==> src/rtl/alu_op_issuer.sv <==
// Initiator-side ALU driver: buffers requests in a FIFO, issues each one as a single
// beat or as split A/B beats, then returns the sampled ALU result on a response handshake.
module alu_op_issuer #(
  parameter int DATA_WIDTH = 8,
  parameter int CMD_WIDTH  = 4,
  parameter int FIFO_DEPTH = 4,
  parameter int RES_LAT    = 1
) (
  input  logic                    clk,
  input  logic                    rst,
  input  logic                    req_valid,
  output logic                    req_ready,
  input  logic [DATA_WIDTH-1:0]   req_opa,
  input  logic [DATA_WIDTH-1:0]   req_opb,
  input  logic                    req_mode,
  input  logic [CMD_WIDTH-1:0]    req_cmd,
  input  logic                    req_cin,
  input  logic                    req_split,
  input  logic [3:0]              req_gap,
  output logic                    ce,
  output logic [DATA_WIDTH-1:0]   opa,
  output logic [DATA_WIDTH-1:0]   opb,
  output logic                    mode,
  output logic [1:0]              inp_valid,
  output logic [CMD_WIDTH-1:0]    cmd,
  output logic                    cin,
  input  logic [2*DATA_WIDTH-1:0] res,
  output logic                    rsp_valid,
  input  logic                    rsp_ready,
  output logic [2*DATA_WIDTH-1:0] rsp_res,
  output logic                    busy
);

  localparam int AW = (FIFO_DEPTH > 1) ? $clog2(FIFO_DEPTH) : 1;
  localparam logic [2:0] LAT_M1 = 3'(RES_LAT - 1);

  typedef struct packed {
    logic [DATA_WIDTH-1:0] opa;
    logic [DATA_WIDTH-1:0] opb;
    logic                  mode;
    logic [CMD_WIDTH-1:0]  cmd;
    logic                  cin;
    logic                  split;
    logic [3:0]            gap;
  } req_t;

  typedef enum logic [2:0] {
    S_IDLE, S_ISSUE, S_BEAT_A, S_GAP, S_BEAT_B, S_WAIT, S_RESP
  } state_t;

  req_t                  fifo_mem [FIFO_DEPTH];
  req_t                  req_in;
  req_t                  head;
  logic [AW:0]           wr_ptr_q, wr_ptr_d;
  logic [AW:0]           rd_ptr_q, rd_ptr_d;
  logic                  req_ready_q;
  logic                  fifo_empty;
  logic                  full_d;
  logic                  push;
  logic                  pop;

  state_t                state_q, state_d;
  logic [3:0]            gap_cnt_q;
  logic [2:0]            lat_cnt_q;
  logic [DATA_WIDTH-1:0] hold_opa_q, hold_opb_q;
  logic                  hold_mode_q, hold_cin_q;
  logic [CMD_WIDTH-1:0]  hold_cmd_q;
  logic [3:0]            hold_gap_q;
  logic [2*DATA_WIDTH-1:0] rsp_res_q;

  // ---------------- request FIFO ----------------
  assign req_in     = {req_opa, req_opb, req_mode, req_cmd, req_cin, req_split, req_gap};
  assign push       = req_valid && req_ready_q;
  assign fifo_empty = (wr_ptr_q == rd_ptr_q);
  assign pop        = (state_q == S_IDLE) && !fifo_empty;
  assign head       = fifo_mem[rd_ptr_q[AW-1:0]];

  assign wr_ptr_d = wr_ptr_q + {{AW{1'b0}}, push};
  assign rd_ptr_d = rd_ptr_q + {{AW{1'b0}}, pop};
  assign full_d   = (wr_ptr_d[AW] != rd_ptr_d[AW]) &&
                    (wr_ptr_d[AW-1:0] == rd_ptr_d[AW-1:0]);

  always_ff @(posedge clk) begin
    if (push) begin
      fifo_mem[wr_ptr_q[AW-1:0]] <= req_in;
    end
  end

  // req_ready reflects the occupancy seen at the start of each cycle, so a pop never
  // opens a slot for a push in the same cycle.
  always_ff @(posedge clk or posedge rst) begin
    if (rst) begin
      wr_ptr_q    <= '0;
      rd_ptr_q    <= '0;
      req_ready_q <= 1'b1;
    end else begin
      wr_ptr_q    <= wr_ptr_d;
      rd_ptr_q    <= rd_ptr_d;
      req_ready_q <= !full_d;
    end
  end

  // ---------------- FSM: state register ----------------
  always_ff @(posedge clk or posedge rst) begin
    if (rst) begin
      state_q <= S_IDLE;
    end else begin
      state_q <= state_d;
    end
  end

  // ---------------- FSM: next state ----------------
  always_comb begin
    state_d = state_q;
    case (state_q)
      S_IDLE: begin
        if (!fifo_empty) begin
          state_d = head.split ? S_BEAT_A : S_ISSUE;
        end
      end
      S_ISSUE:  state_d = S_WAIT;
      S_BEAT_A: state_d = (hold_gap_q != 4'd0) ? S_GAP : S_BEAT_B;
      S_GAP: begin
        if (gap_cnt_q == 4'd0) begin
          state_d = S_BEAT_B;
        end
      end
      S_BEAT_B: state_d = S_WAIT;
      S_WAIT: begin
        if (lat_cnt_q == 3'd0) begin
          state_d = S_RESP;
        end
      end
      S_RESP: begin
        if (rsp_ready) begin
          state_d = S_IDLE;
        end
      end
      default: state_d = S_IDLE;
    endcase
  end

  // ---------------- holding register, counters, result capture ----------------
  always_ff @(posedge clk or posedge rst) begin
    if (rst) begin
      hold_opa_q  <= '0;
      hold_opb_q  <= '0;
      hold_mode_q <= 1'b0;
      hold_cmd_q  <= '0;
      hold_cin_q  <= 1'b0;
      hold_gap_q  <= '0;
      gap_cnt_q   <= '0;
      lat_cnt_q   <= '0;
      rsp_res_q   <= '0;
    end else begin
      if (pop) begin
        hold_opa_q  <= head.opa;
        hold_opb_q  <= head.opb;
        hold_mode_q <= head.mode;
        hold_cmd_q  <= head.cmd;
        hold_cin_q  <= head.cin;
        hold_gap_q  <= head.gap;
      end

      // GAP lasts gap cycles: load gap-1 on entry, leave when the count reaches zero.
      if (state_q == S_BEAT_A) begin
        gap_cnt_q <= hold_gap_q - 4'd1;
      end else if (state_q == S_GAP) begin
        gap_cnt_q <= gap_cnt_q - 4'd1;
      end

      if (state_q != S_WAIT && state_d == S_WAIT) begin
        lat_cnt_q <= LAT_M1;
      end else if (state_q == S_WAIT) begin
        lat_cnt_q <= lat_cnt_q - 3'd1;
      end

      if (state_q == S_WAIT && lat_cnt_q == 3'd0) begin
        rsp_res_q <= res;
      end
    end
  end

  // ---------------- FSM: outputs ----------------
  always_comb begin
    ce        = 1'b0;
    inp_valid = 2'b00;
    opa       = '0;
    opb       = '0;
    mode      = 1'b0;
    cmd       = '0;
    cin       = 1'b0;
    case (state_q)
      S_ISSUE: begin
        ce        = 1'b1;
        inp_valid = 2'b11;
        opa       = hold_opa_q;
        opb       = hold_opb_q;
        mode      = hold_mode_q;
        cmd       = hold_cmd_q;
        cin       = hold_cin_q;
      end
      S_BEAT_A: begin
        ce        = 1'b1;
        inp_valid = 2'b01;
        opa       = hold_opa_q;
        mode      = hold_mode_q;
        cmd       = hold_cmd_q;
        cin       = hold_cin_q;
      end
      S_GAP, S_WAIT: begin
        ce        = 1'b1;
        mode      = hold_mode_q;
        cmd       = hold_cmd_q;
        cin       = hold_cin_q;
      end
      S_BEAT_B: begin
        ce        = 1'b1;
        inp_valid = 2'b10;
        opb       = hold_opb_q;
        mode      = hold_mode_q;
        cmd       = hold_cmd_q;
        cin       = hold_cin_q;
      end
      default: begin
      end
    endcase
  end

  assign req_ready = req_ready_q;
  assign rsp_valid = (state_q == S_RESP);
  assign rsp_res   = rsp_res_q;
  assign busy      = (state_q != S_IDLE) || !fifo_empty;

endmodule

==> config.mk <==
export PLATFORM = sky130hd
export DESIGN_NAME = alu_op_issuer
export DESIGN_NICKNAME = d
export VERILOG_FILES = /design/src/rtl/alu_op_issuer.sv
export SDC_FILE = /design/constraint.sdc
export NUM_CORES = 1
export LEC_CHECK = 0
export BUFFER_PORTS_ARGS = -buffer_cell sky130_fd_sc_hd__buf_4
export CAP_MARGIN = 0
export CELL_PAD_IN_SITES_DETAIL_PLACEMENT = 0
export CELL_PAD_IN_SITES_GLOBAL_PLACEMENT = 2
export CORE_AREA = 2 2 135 137
export DETAILED_ROUTE_END_ITERATION = 16
export DIE_AREA = 0 0 137 139
export GPL_TIMING_DRIVEN = 1
export HOLD_SLACK_MARGIN = 0.15
export PLACE_DENSITY = 0.81
export SETUP_SLACK_MARGIN = 0.05
export SLEW_MARGIN = 40
export SYNTH_ARGS = -nofsm -noshare
export SYNTH_HDL_FRONTEND = slang
export SYNTH_SLANG_ARGS = --single-unit
==> constraint.sdc <==
create_clock -name clk -period 3.15 [get_ports clk]
set_input_delay 0.315 -clock clk [delete_from_list [all_inputs] [get_ports clk]]
set_output_delay 0.315 -clock clk [all_outputs]
set_load 0.05 [all_outputs]
# == Yosys cells after proc, flatten, opt, wreduce, memory -nomap -nowiden ==
# Memory sizes are Yosys's and may differ from the RTL's.
# Cells that the tools add are included.
# totals
reg_bits,59
ram_bits,108
input_bits,47
output_inout_bits,44
wordCells,68
memories,1
# classes
addsub,5
eq_ne,11
n_mux,20
n_reduce_logical,18
# mem_list
memory,words,word_bits,read_ports,rd_ports_with_merged_regs,wr,line_no,rtl
fifo_mem,4,27,1,0,1,51,req_t fifo_mem [FIFO_DEPTH];
# ops
cell,count
3-bit two-way mux,7
3-bit one-hot mux with 6 select lines,1
8-bit two-way mux,2
"3-bit equality test, second input constant",4
4-bit two-way mux,3
"4-bit by 1-bit subtractor with 4-bit output, second input constant",2
3-bit by 1-bit adder with 3-bit output,2
"3-bit by 2-bit equality test with 1-bit output, second input constant",2
3-bit zero test,2
2-bit one-hot mux with 3 select lines,1
1-bit logical AND,5
1-bit two-way mux,5
5-bit OR reduction,1
4-bit zero test,1
2-bit nonzero test,2
4-bit nonzero test,1
2-bit OR reduction,2
"3-bit by 1-bit equality test with 1-bit output, second input constant",1
3-bit equality test,1
"3-bit inequality test, second input constant",1
3-bit nonzero test,1
"3-bit by 1-bit subtractor with 3-bit output, second input constant",1
2-bit equality test,1
1-bit zero test,2
other kinds (3),3

# == Logic depth before layout (Yosys ltp) ==
# Gate-level depths: netlist (run 1).
# depth
depth_word,7
mapped_depth,9
depth_no_buf,7

# == Worst setup path before layout (run 1) ==
# Ideal clock, no wire load.
# synth_timing
path_type,reg-to-reg
startpoint,"register req_ready_q, in the netlist req_ready"
endpoint,memory fifo_mem[2][0] (netlist name) (enable)
setup_time_ns,0.451
arrival_ns,2.896
t_required_ns,2.699
path_slack_ns,-0.197
stages_incl_launch_ff,3
n_path_buf,0
period_less_slack_ns,3.347
cell_sequence,dfstp_2 nand2_1 nor3b_1
# synth_via
elab_chain_cells,3
# synth_rtl
element,line_no,rtl
"start, declared",56,logic req_ready_q;
"start signal, assigned",99,req_ready_q <= !full_d;
1-bit logical AND,73,assign push = req_valid && req_ready_q;
1-bit two-way mux,84,if (push) begin
1-bit two-way mux (not written as such),85,fifo_mem[wr_ptr_q[AW-1:0]] <= req_in;
"end, declared",51,
# Every way passes these cells.

# == Worst setup path in the final report (run 1) ==
# layout_timing
startpoint,register state_q[0]
endpoint,output opa[1]
# layout_via
elab_chain_cells,3
word_cells_on_any_way,4
classes_between,eq/ne: 2; mux: 1; reduce/logical: 1
# layout_rtl
element,line_no,rtl
"start, declared",62,"state_t state_q, state_d;"
"start signal, assigned",108,state_q <= state_d;
3-bit by 2-bit equality test with 1-bit output or 3-bit by 1-bit equality test with 1-bit output (tied branches),193,case (state_q)
2-bit OR reduction (no source line) (*),--,
8-bit two-way mux (*),193,
"end, declared",21,"output logic [DATA_WIDTH-1:0] opa,"
# Every way passes the cells marked *; elsewhere a longest branch is shown, timed or not.

==> results.json, run 1 <==
{
  "grt_util_met2_pct": 23.6,
  "place_hpwl_mm": 7.85,
  "setup_viol": 0,
  "clkSinkCount": 167,
  "ios": 91,
  "grt_pass1_vias": 3795,
  "whs_ns": 0.239,
  "relSlewSlack_pct": 49.3,
  "ir_drop_uv": 527,
  "synth_top_flop_cell": "edfxtp_1",
  "diodes": 0,
  "mostFrequentLayoutCell": "edfxtp_1",
  "synthAdderAreaFrac_pct": 1.49,
  "clock.fmax_mhz": 387,
  "vias_per_cell": 4.82,
  "synth-xor-area-share_pct": 1.40,
  "switchingPower_w": 0.00304,
  "busiest_layer": "met2",
  "drt-total-wl_mm": 12.9,
  "cts.path.max_buffers": 2,
  "ant_nets": 0,
  "synth.area.mux_share_pct": 17.5,
  "clk_latency_ns": 0.43,
  "critPathRequiredTime_ns": 2.83,
  "worstSetupEndpointType": "output pin",
  "synth_top_cell_area_share_pct": 48.3,
  "syn-num-nets": 409,
  "synth_cell_type_count": 49,
  "coreArea_mm2": 0.0177,
  "numPortBuffers": 90,
  "htreeDepth": 4,
  "drive_above_1_share_pct": 40.7,
  "use_met1_pct": 18.1,
  "synth-seq-cells": 167,
  "p_leak_nw": 3.35,
  "hp-class": "primary input to flip-flop",
  "tightest_slew_ns": 0.758,
  "ys_seq_area_share_pct": 70.3,
  "status": "completed",
  "power_w": 0.00861,
  "synthArstFlopShare_pct": 35.3,
  "die-area_mm2": 0.0190,
  "drtIter0Drc": 128,
  "synth_top_family_by_area": "multiplexers",
  "cap_viol_max_count": 0,
  "setup_tns_ns": 0,
  "start_util_pct": 38.0,
  "globalplace.congestion": 0.765,
  "critPathSlowestCell": "a21oi_1",
  "synth_compound_area_share_pct": 2.20,
  "p_seq_share_pct": 38.5,
  "vias": 3594,
  "grt_max_degree": 29,
  "cts_buffers": 17,
  "final_max_slew_viol_count": 0,
  "met3_usage_pct": 3.98,
  "drc": 0,
  "synth_edf_count": 108,
  "design.final.nets": 558,
  "yosysTopAreaCell": "edfxtp_1",
  "synth_area_leaders": "edfxtp_1, dfrtp_1, mux4_2, mux2_2, mux2_4",
  "worst_clock_skew_ns": 0.00870,
  "cts_setup_buffers": 0,
  "p_int_w": 0.00558,
  "wl_per_cell_um": 17.3,
  "critPathKind": "flip-flop to output pin",
  "die_width_um": 137,
  "cp.arrival_ns": 2.27,
  "period_share_pct": 81.9,
  "clk_pin_slew_ns": 0.06,
  "clockRootBuffer": "clkbuf_16",
  "cts_tree": "built",
  "pwr-share-clk_pct": 23.8,
  "reg2reg_setup_slack_ns": 0.90,
  "slowest_delay_ns": 0.64,
  "cp_max_fo": 12,
  "final-hold-violation-count": 0,
  "netlist_area_mm2": 0.00672,
  "cp_cell_sequence": "nand2b_1 -> a21oi_1 -> and2_1 -> buf_4",
  "grt_usage_pct": 14.3,
  "p_sw_share_pct": 35.3,
  "rows": 49,
  "yosysWarnings": 0,
  "syn2layout_area_growth_pct": 29.4,
  "firstDrtPassIters": 6,
  "syn-instance-count": 354,
  "yosys.area_share.simple_pct": 5.37,
  "layout_common_cells": "edfxtp_1, buf_4, dfrtp_1",
  "power_density_mw_per_mm2": 991,
  "grt_antenna_before_repair": 0,
  "grt_overflow": 0,
  "avgSynthCellArea_um2": 19.0,
  "grt_first_pass_wirelength_mm": 20.2,
  "die_y_um": 139,
  "rsz0062_at_grt": "false",
  "p_comb_share_pct": 37.7,
  "worstSetupStartpointType": "flip-flop",
  "period_needed_ns": 2.58
}
## kinds of logic after synthesis
family                     Yosys count
DFF                                167
muxes                               74
and+or+nand+nor                     58
AOI/OAI and AO/OA                   20
buffers and inverters               18
xor gates and xnor gates             9
adders and majority gates            8
## final timing paths
check / startpoint / cells past startpoint / end
min in group asynchronous: rst / 3 / rd_ptr_q[1]
worst min register to register: rsp_res[6] / 1 / rsp_res[6]
max in group asynchronous: rst / 4 / hold_opb_q[5]
worst min-delay path: rsp_ready / 3 / state_q[1]
worst max-delay path: state_q[0] / 4 / opa[1]
worst max register to register: state_q[0] / 7 / req_ready
## area by class of cell
class / instances / area, um2
fill: 1506 / 8960
sequential: 167 / 4720
multi-input combinational: 169 / 1890
timing repair buffer: 143 / 1180
clock buffer: 21 / 470
tap: 229 / 287
clock inverter: 11 / 121
inverter: 5 / 18.8
## sequential cells by signal (all words and copies together), names as in the netlist, 3 cells and up
signal      cells
lat_cnt_q       3
rd_ptr_q        3
gap_cnt_q       4
hold_opa_q      8
hold_cmd_q      4
wr_ptr_q        3
hold_gap_q      4
fifo_mem      108
hold_opb_q      8
rsp_res        16
state_q         3
## synthesized netlist by cell type, types with 2 or more instances
cell type and number:
edfxtp_1 108, dfrtp_1 58, mux2_2 29, mux4_2 27
and2_1 22, mux2_4 10, ha_1 8, nor2_1 8
mux2_1 6, a21oi_1 5, buf_4 5, inv_1 5
nand2_1 5, nand2b_1 4, o21ai_0 4, xor2_1 4
buf_2 3, nand3_1 3, xnor2_1 3, buf_6 2
mux2i_1 2, nor2b_1 2, nor3_1 2, nor3b_1 2
nor4_1 2, xnor2_2 2
## per-stage QoR
stage,instance area [um2],worst slack (ns),utilization (%),cells
finish,8690,0.569,49.2,745
global route,8690,0.355,49.2,745
CTS,8690,0.509,49.2,745
detailed placement,7660,0.907,43.4,669
global placement,7660,0.982,43.4,669
floorplan,6720,-0.197,-,354
## per-layer routing
layer / up-vias / part of all wire (%)
met1: 1838 / 45
met4: 0 / 1.3
met5: - / 0
li1: 1663 / -
met3: 16 / 4.1
met2: 77 / 50
## timing repair
item	in CTS	in global routing
hold buffers	44	0
gates resized for setup	0	0
hold endpoints to repair	138	0
## worst max-delay path: cells and delay by family (launching register included)
kind | cells | cell delay, ns
flops | 1 | 0.61
simple gates | 2 | 0.39
buf+inv | 1 | 0.19
compound gates | 1 | 0.64
## power by group through the flow
stage / clock, W / combinational [W] / sequential (W)
2_1_floorplan: 0 / 0.00210 / 0.00363
3_3_place_gp: 0 / 0.00321 / 0.00334
3_5_place_dp: 0 / 0.00326 / 0.00337
4_1_cts: 0.00210 / 0.00331 / 0.00333
5_1_grt: 0.00220 / 0.00348 / 0.00339
6_report: 0.00205 / 0.00325 / 0.00332
No activity file was read; power rests on OpenSTA's default activity.
==> inputs of run 2 (changes only) <==
==> constraint.sdc (replaced) <==
create_clock -name clk -period 2.2 [get_ports clk]
set_input_delay 0.22 -clock clk [delete_from_list [all_inputs] [get_ports clk]]
set_output_delay 0.22 -clock clk [all_outputs]
set_load 0.05 [all_outputs]
==> run 2 against run 1 <==
Compared with the run above: register-to-register slack got worse by 0.75 ns; worst setup slack lost 0.45 ns; clock skew increased by 0.0040 ns; combinational power rose by 59%; largest cell class unchanged; highest routed layer unchanged.
==> results.json, run 2 (synthesized netlist as in run 1, its figures left out) <==
{
  "setup_tns_ns": 0,
  "firstDrtPassIters": 4,
  "die_width_um": 137,
  "cts.path.max_buffers": 2,
  "place_area_mm2": 0.00780,
  "switchingPower_w": 0.00463,
  "pwr-share-clk_pct": 23.7,
  "rows": 49,
  "grt_first_pass_wirelength_mm": 21.1,
  "cp.arrival_ns": 1.86,
  "grt_overflow": 0,
  "holdPathEnd": "wr_ptr_q[0]",
  "rsz0062_at_grt": "true",
  "syn2layout_area_growth_pct": 34.1,
  "status": "completed",
  "drt-total-wl_mm": 13.2,
  "critical-path-top-delay-family": "simple AND/OR/NAND/NOR gates",
  "p_int_w": 0.00829,
  "power_density_mw_per_mm2": 1440,
  "setup_viol": 0,
  "clock.fmax_mhz": 480,
  "cp_max_fo": 11,
  "multiInputGateArea_mm2": 0.00197,
  "period_needed_ns": 2.08,
  "r2r_start": "state_q[1]",
  "vias_per_cell": 4.84,
  "p_leak_nw": 3.45,
  "design.final.nets": 569,
  "wl_per_cell_um": 17.5,
  "worst_clock_skew_ns": 0.0127,
  "vias": 3662,
  "critPathKind": "flip-flop to output pin",
  "relSlewSlack_pct": 59.2,
  "holdPathStages": 4,
  "reg2reg_depth": 7,
  "ff_latch_area_mm2": 0.00472,
  "final-hold-violation-count": 0,
  "ir_drop_uv": 828,
  "grt_pass1_vias": 3988,
  "worstSetupStartpointType": "flip-flop",
  "die-area_mm2": 0.0190,
  "reg2reg_setup_slack_ns": 0.15,
  "critPathSlowestCell": "dfrtp_1",
  "drtIter0Drc": 133,
  "layout_common_cells": "edfxtp_1, buf_4, dfrtp_1",
  "die_y_um": 139,
  "clk_latency_ns": 0.42,
  "mostFrequentLayoutCell": "edfxtp_1",
  "crit_start": "state_q[1]",
  "globalplace.congestion": 0.758,
  "htreeDepth": 4,
  "cts_tree": "built",
  "coreArea_mm2": 0.0177,
  "p_seq_share_pct": 36.3,
  "cap_viol_max_count": 0,
  "final_area_mm2": 0.00900,
  "tightest_slew_ns": 0.611,
  "grt_max_degree": 35,
  "crit_buf_inv": 2,
  "hp-class": "primary input to flip-flop",
  "numPortBuffers": 90,
  "nFillCells": 1445,
  "cp_cell_sequence": "buf_4 -> nand2b_4 -> o21ai_4 -> and2_4 -> buf_6",
  "p_comb_share_pct": 40.1,
  "diodes": 0,
  "clockRootBuffer": "clkbuf_16",
  "start_util_pct": 38.0,
  "drc": 0,
  "slowest_delay_ns": 0.39,
  "place_hpwl_mm": 7.74,
  "clk_pin_slew_ns": 0.07,
  "min_from": "req_valid",
  "clkSinkCount": 167,
  "worstSetupEndpointType": "output pin",
  "largest_reg_flops": 108,
  "p_sw_share_pct": 35.8,
  "grt_usage_pct": 14.9,
  "power_w": 0.0129,
  "critPathRequiredTime_ns": 1.98,
  "ios": 91,
  "drive_above_1_share_pct": 44.0,
  "period_share_pct": 94.8,
  "ant_nets": 0,
  "final_max_slew_viol_count": 0,
  "grt_antenna_before_repair": 0,
  "reg2reg_to": "req_ready",
  "cts_buffers": 17
}
## run 2: cell types whose count changed in the layout (fill, tap and decap cells not counted), sizes merged
cell and change:
buf +10, clkbuf -3, clkinv -2, clkinvlp +1
dlygate4sd3 +1, inv +4
## run 2: power by group through the flow
stage                     registers (W)  logic, W  clock network (W)
final                           0.00468   0.00518            0.00306
after global routing            0.00478   0.00554            0.00326
after floorplan                 0.00519   0.00304                  0
after detailed placement        0.00474   0.00499                  0
after global placement          0.00471   0.00492                  0
after CTS                       0.00469   0.00521            0.00312
## run 2: layout make-up
class	count	area share (%)
inverters	5	0.250
clock inverters	14	2.03
multi-input cells	169	21.9
well taps	229	3.18
repair buffers	154	15.3
clock buffers	18	4.88
flip-flops and latches	167	52.4
## run 2: repair_timing
action,4_1_cts,5_1_grt
endpoints found under the hold margin,149,0
pin swaps,3,1
hold buffers,45,0
setup buffers,2,1
gates cloned,0,0
endpoints found under the setup margin,14,15
resized for setup,13,11
## run 2: stage by stage
stage          utilization, %  hold slack [ns]  cells  setup WS [ns]
6_report                 51.0            0.247    756          0.115
4_1_cts                  50.7            0.230    755         0.0534
5_1_grt                  51.0            0.276    756         0.0340
3_3_place_gp             44.2            0.336    676          0.232
2_1_floorplan               -            0.319    354         -0.230
3_5_place_dp             44.2            0.347    676          0.120
## run 2: worst max-delay path by stage
stage | to | slack, ns | cells past startpoint
6_report | cmd[2] | 0.12 | 5
5_1_grt | req_ready | 0.03 | 7
4_1_cts | opa[0] | 0.05 | 6
3_5_place_dp | req_ready | 0.12 | 7
3_3_place_gp | req_ready | 0.23 | 7
2_1_floorplan | fifo_mem[2][0] | -0.23 | 2
## run 2: metal layers
metal | global-route usage, % | part of all wire, % | up-vias
li1 | - | - | 1689
met1 | 18.8 | 43 | 1862
met2 | 25.1 | 51 | 96
met3 | 3.65 | 3.6 | 15
met4 | 4.94 | 1.8 | 0
met5 | 0 | 0 | -
## run 2: worst reg2reg max path, cell delays in order (launching register included)
cell     delay [ns]
dfrtp_1        0.39
or3_4          0.39
a31oi_4        0.16
ha_1           0.17
ha_1           0.20
xor2_2         0.21
xnor2_1        0.09
or3_1          0.37
==> inputs of run 3 (changes only) <==
--- a/config.mk
+++ b/config.mk
@@ -15,7 +15,7 @@
 export GPL_TIMING_DRIVEN = 1
 export HOLD_SLACK_MARGIN = 0.15
 export PLACE_DENSITY = 0.81
-export SETUP_SLACK_MARGIN = 0.05
+export SETUP_SLACK_MARGIN = 0.2
 export SLEW_MARGIN = 40
 export SYNTH_ARGS = -nofsm -noshare
 export SYNTH_HDL_FRONTEND = slang
==> run 3 against run 2 <==
Compared with the run above: critical path depth unchanged; sequential power increased by 1%; largest power group unchanged; register-to-register slack improved by 0.10 ns; design area increased by 2.8%; highest routed layer unchanged; clock-buffer cell count decreased by 1; clock power decreased by 4%; clock skew decreased by 0.0042 ns; critical path type unchanged; flip-flop and latch count unchanged; global-route usage increased by 0.35 points; largest cell class unchanged; critical endpoint is now opa[7]; combinational power increased by 9.5%.
==> results.json, run 3 (synthesized netlist as in run 1, its figures left out) <==
{
  "status": "completed",
  "min_from": "req_valid",
  "mostFrequentLayoutCell": "edfxtp_1",
  "setup_viol": 0,
  "reg2reg_setup_slack_ns": 0.25,
  "multiInputGateArea_mm2": 0.00210,
  "grt_antenna_before_repair": 0,
  "critPathKind": "flip-flop to output pin",
  "diodes": 0,
  "die_width_um": 137,
  "grt_max_degree": 29,
  "grt_usage_pct": 15.3,
  "grt_overflow": 0,
  "drive_above_1_share_pct": 48.5,
  "worstSetupStartpointType": "flip-flop",
  "ant_nets": 0,
  "power_density_mw_per_mm2": 1440,
  "wl_per_cell_um": 17.4,
  "htreeDepth": 4,
  "r2r_start": "state_q[2]",
  "syn2layout_area_growth_pct": 37.8,
  "die_y_um": 139,
  "cts_tree": "built",
  "numPortBuffers": 90,
  "drt-total-wl_mm": 13.4,
  "rsz0062_at_grt": "true",
  "final-hold-violation-count": 0,
  "tightest_slew_ns": 0.544,
  "holdPathEnd": "wr_ptr_q[0]",
  "layout_common_cells": "edfxtp_1, buf_4, dfrtp_1",
  "reg2reg_to": "gap_cnt_q[2]",
  "reg2reg_depth": 8,
  "holdPathStages": 4,
  "ff_latch_area_mm2": 0.00472,
  "grt_first_pass_wirelength_mm": 21.7,
  "drc": 0,
  "relSlewSlack_pct": 63.7,
  "clk_latency_ns": 0.42,
  "rows": 49,
  "vias_per_cell": 4.87,
  "ir_drop_uv": 766,
  "place_hpwl_mm": 7.86,
  "die-area_mm2": 0.0190,
  "worstSetupEndpointType": "output pin",
  "fin_cells": 769,
  "worst_clock_skew_ns": 0.00845,
  "cp.arrival_ns": 1.76,
  "cts.path.max_buffers": 2,
  "cap_viol_max_count": 0,
  "firstDrtPassIters": 4,
  "design.final.nets": 582,
  "setup_tns_ns": 0,
  "clock.fmax_mhz": 505,
  "grt_pass1_vias": 4017,
  "cp_max_fo": 5,
  "period_share_pct": 90.0,
  "start_util_pct": 38.0,
  "largest_reg_flops": 108,
  "p_leak_nw": 3.57,
  "clockRootBuffer": "clkbuf_16",
  "drtIter0Drc": 235,
  "vias": 3746,
  "clk_pin_slew_ns": 0.06,
  "nFillCells": 1436,
  "cts_buffers": 17,
  "hp-class": "primary input to flip-flop",
  "final_max_slew_viol_count": 0,
  "clkSinkCount": 167,
  "critPathRequiredTime_ns": 1.98,
  "period_needed_ns": 1.98,
  "placedCellCount": 674,
  "globalplace.congestion": 0.734,
  "coreArea_mm2": 0.0177,
  "ios": 91
}
run 3: cell types whose count changed in the layout (fill, tap and decap cells not counted), moves of 3 or more:
cell	change
and2_1	-11
ha_1	-3
and2_4	+11
buf_8	+9
run 3: repair_timing:
action,4_1_cts,5_1_grt
buffers inserted,13,4
hold buffers,45,0
gates cloned,1,0
endpoints found under the hold margin,149,0
endpoints found under the setup margin,25,42
gates resized for setup,37,21
pin swaps,9,13
run 3: worst max-delay path by stage:
stage,start,endpoint
finish,state_q[1],opa[7]
global route,state_q[0],opa[3]
detailed placement,state_q[2],req_ready
CTS,state_q[2],cmd[3]
global placement,state_q[2],req_ready
floorplan,req_ready,fifo_mem[1][0]
run 3: area by class of cell:
| class | instances | area share [%] |
|---|---|---|
| clock buffer | 17 | 4.60 |
| multi-input combinational | 170 | 22.7 |
| sequential | 167 | 51.0 |
| inverter | 5 | 0.203 |
| clock inverter | 15 | 1.84 |
| timing repair buffer | 166 | 16.6 |
| tap | 229 | 3.10 |
run 3: report_power, final:
group	leakage (nW)	switching (W)	internal (W)
combinational	1.58	0.00303	0.00263
sequential	1.69	0.000449	0.00429
clock	0.291	0.00124	0.00170
total	3.57	0.00472	0.00862
run 3: worst max-delay path, cell delays in order (launching register included):
cell and delay (ns):
dfrtp_1 0.39, buf_6 0.14, nand2b_4 0.19, a21oi_4 0.28, and2_4 0.19, buf_6 0.15
run 3: metrics by stage:
step	total power (W)	cell area, um2	util, %	setup slack [ns]	hold slack (ns)
2_1_floorplan	0.00840	6850	-	0.203	0.319
3_3_place_gp	0.00969	7830	44.3	0.289	0.294
3_5_place_dp	0.00979	7830	44.3	0.247	0.299
4_1_cts	0.0134	9140	51.8	0.164	0.249
5_1_grt	0.0140	9260	52.4	0.115	0.271
6_report	0.0133	9260	52.4	0.220	0.261
run 3: routing by layer:
metal	share of wire (%)	vias up	track usage, %
met5	0	-	0
li1	-	1710	-
met2	53	82	26.2
met3	3.6	11	4.06
met1	43	1943	19.0
met4	0.96	0	4.23
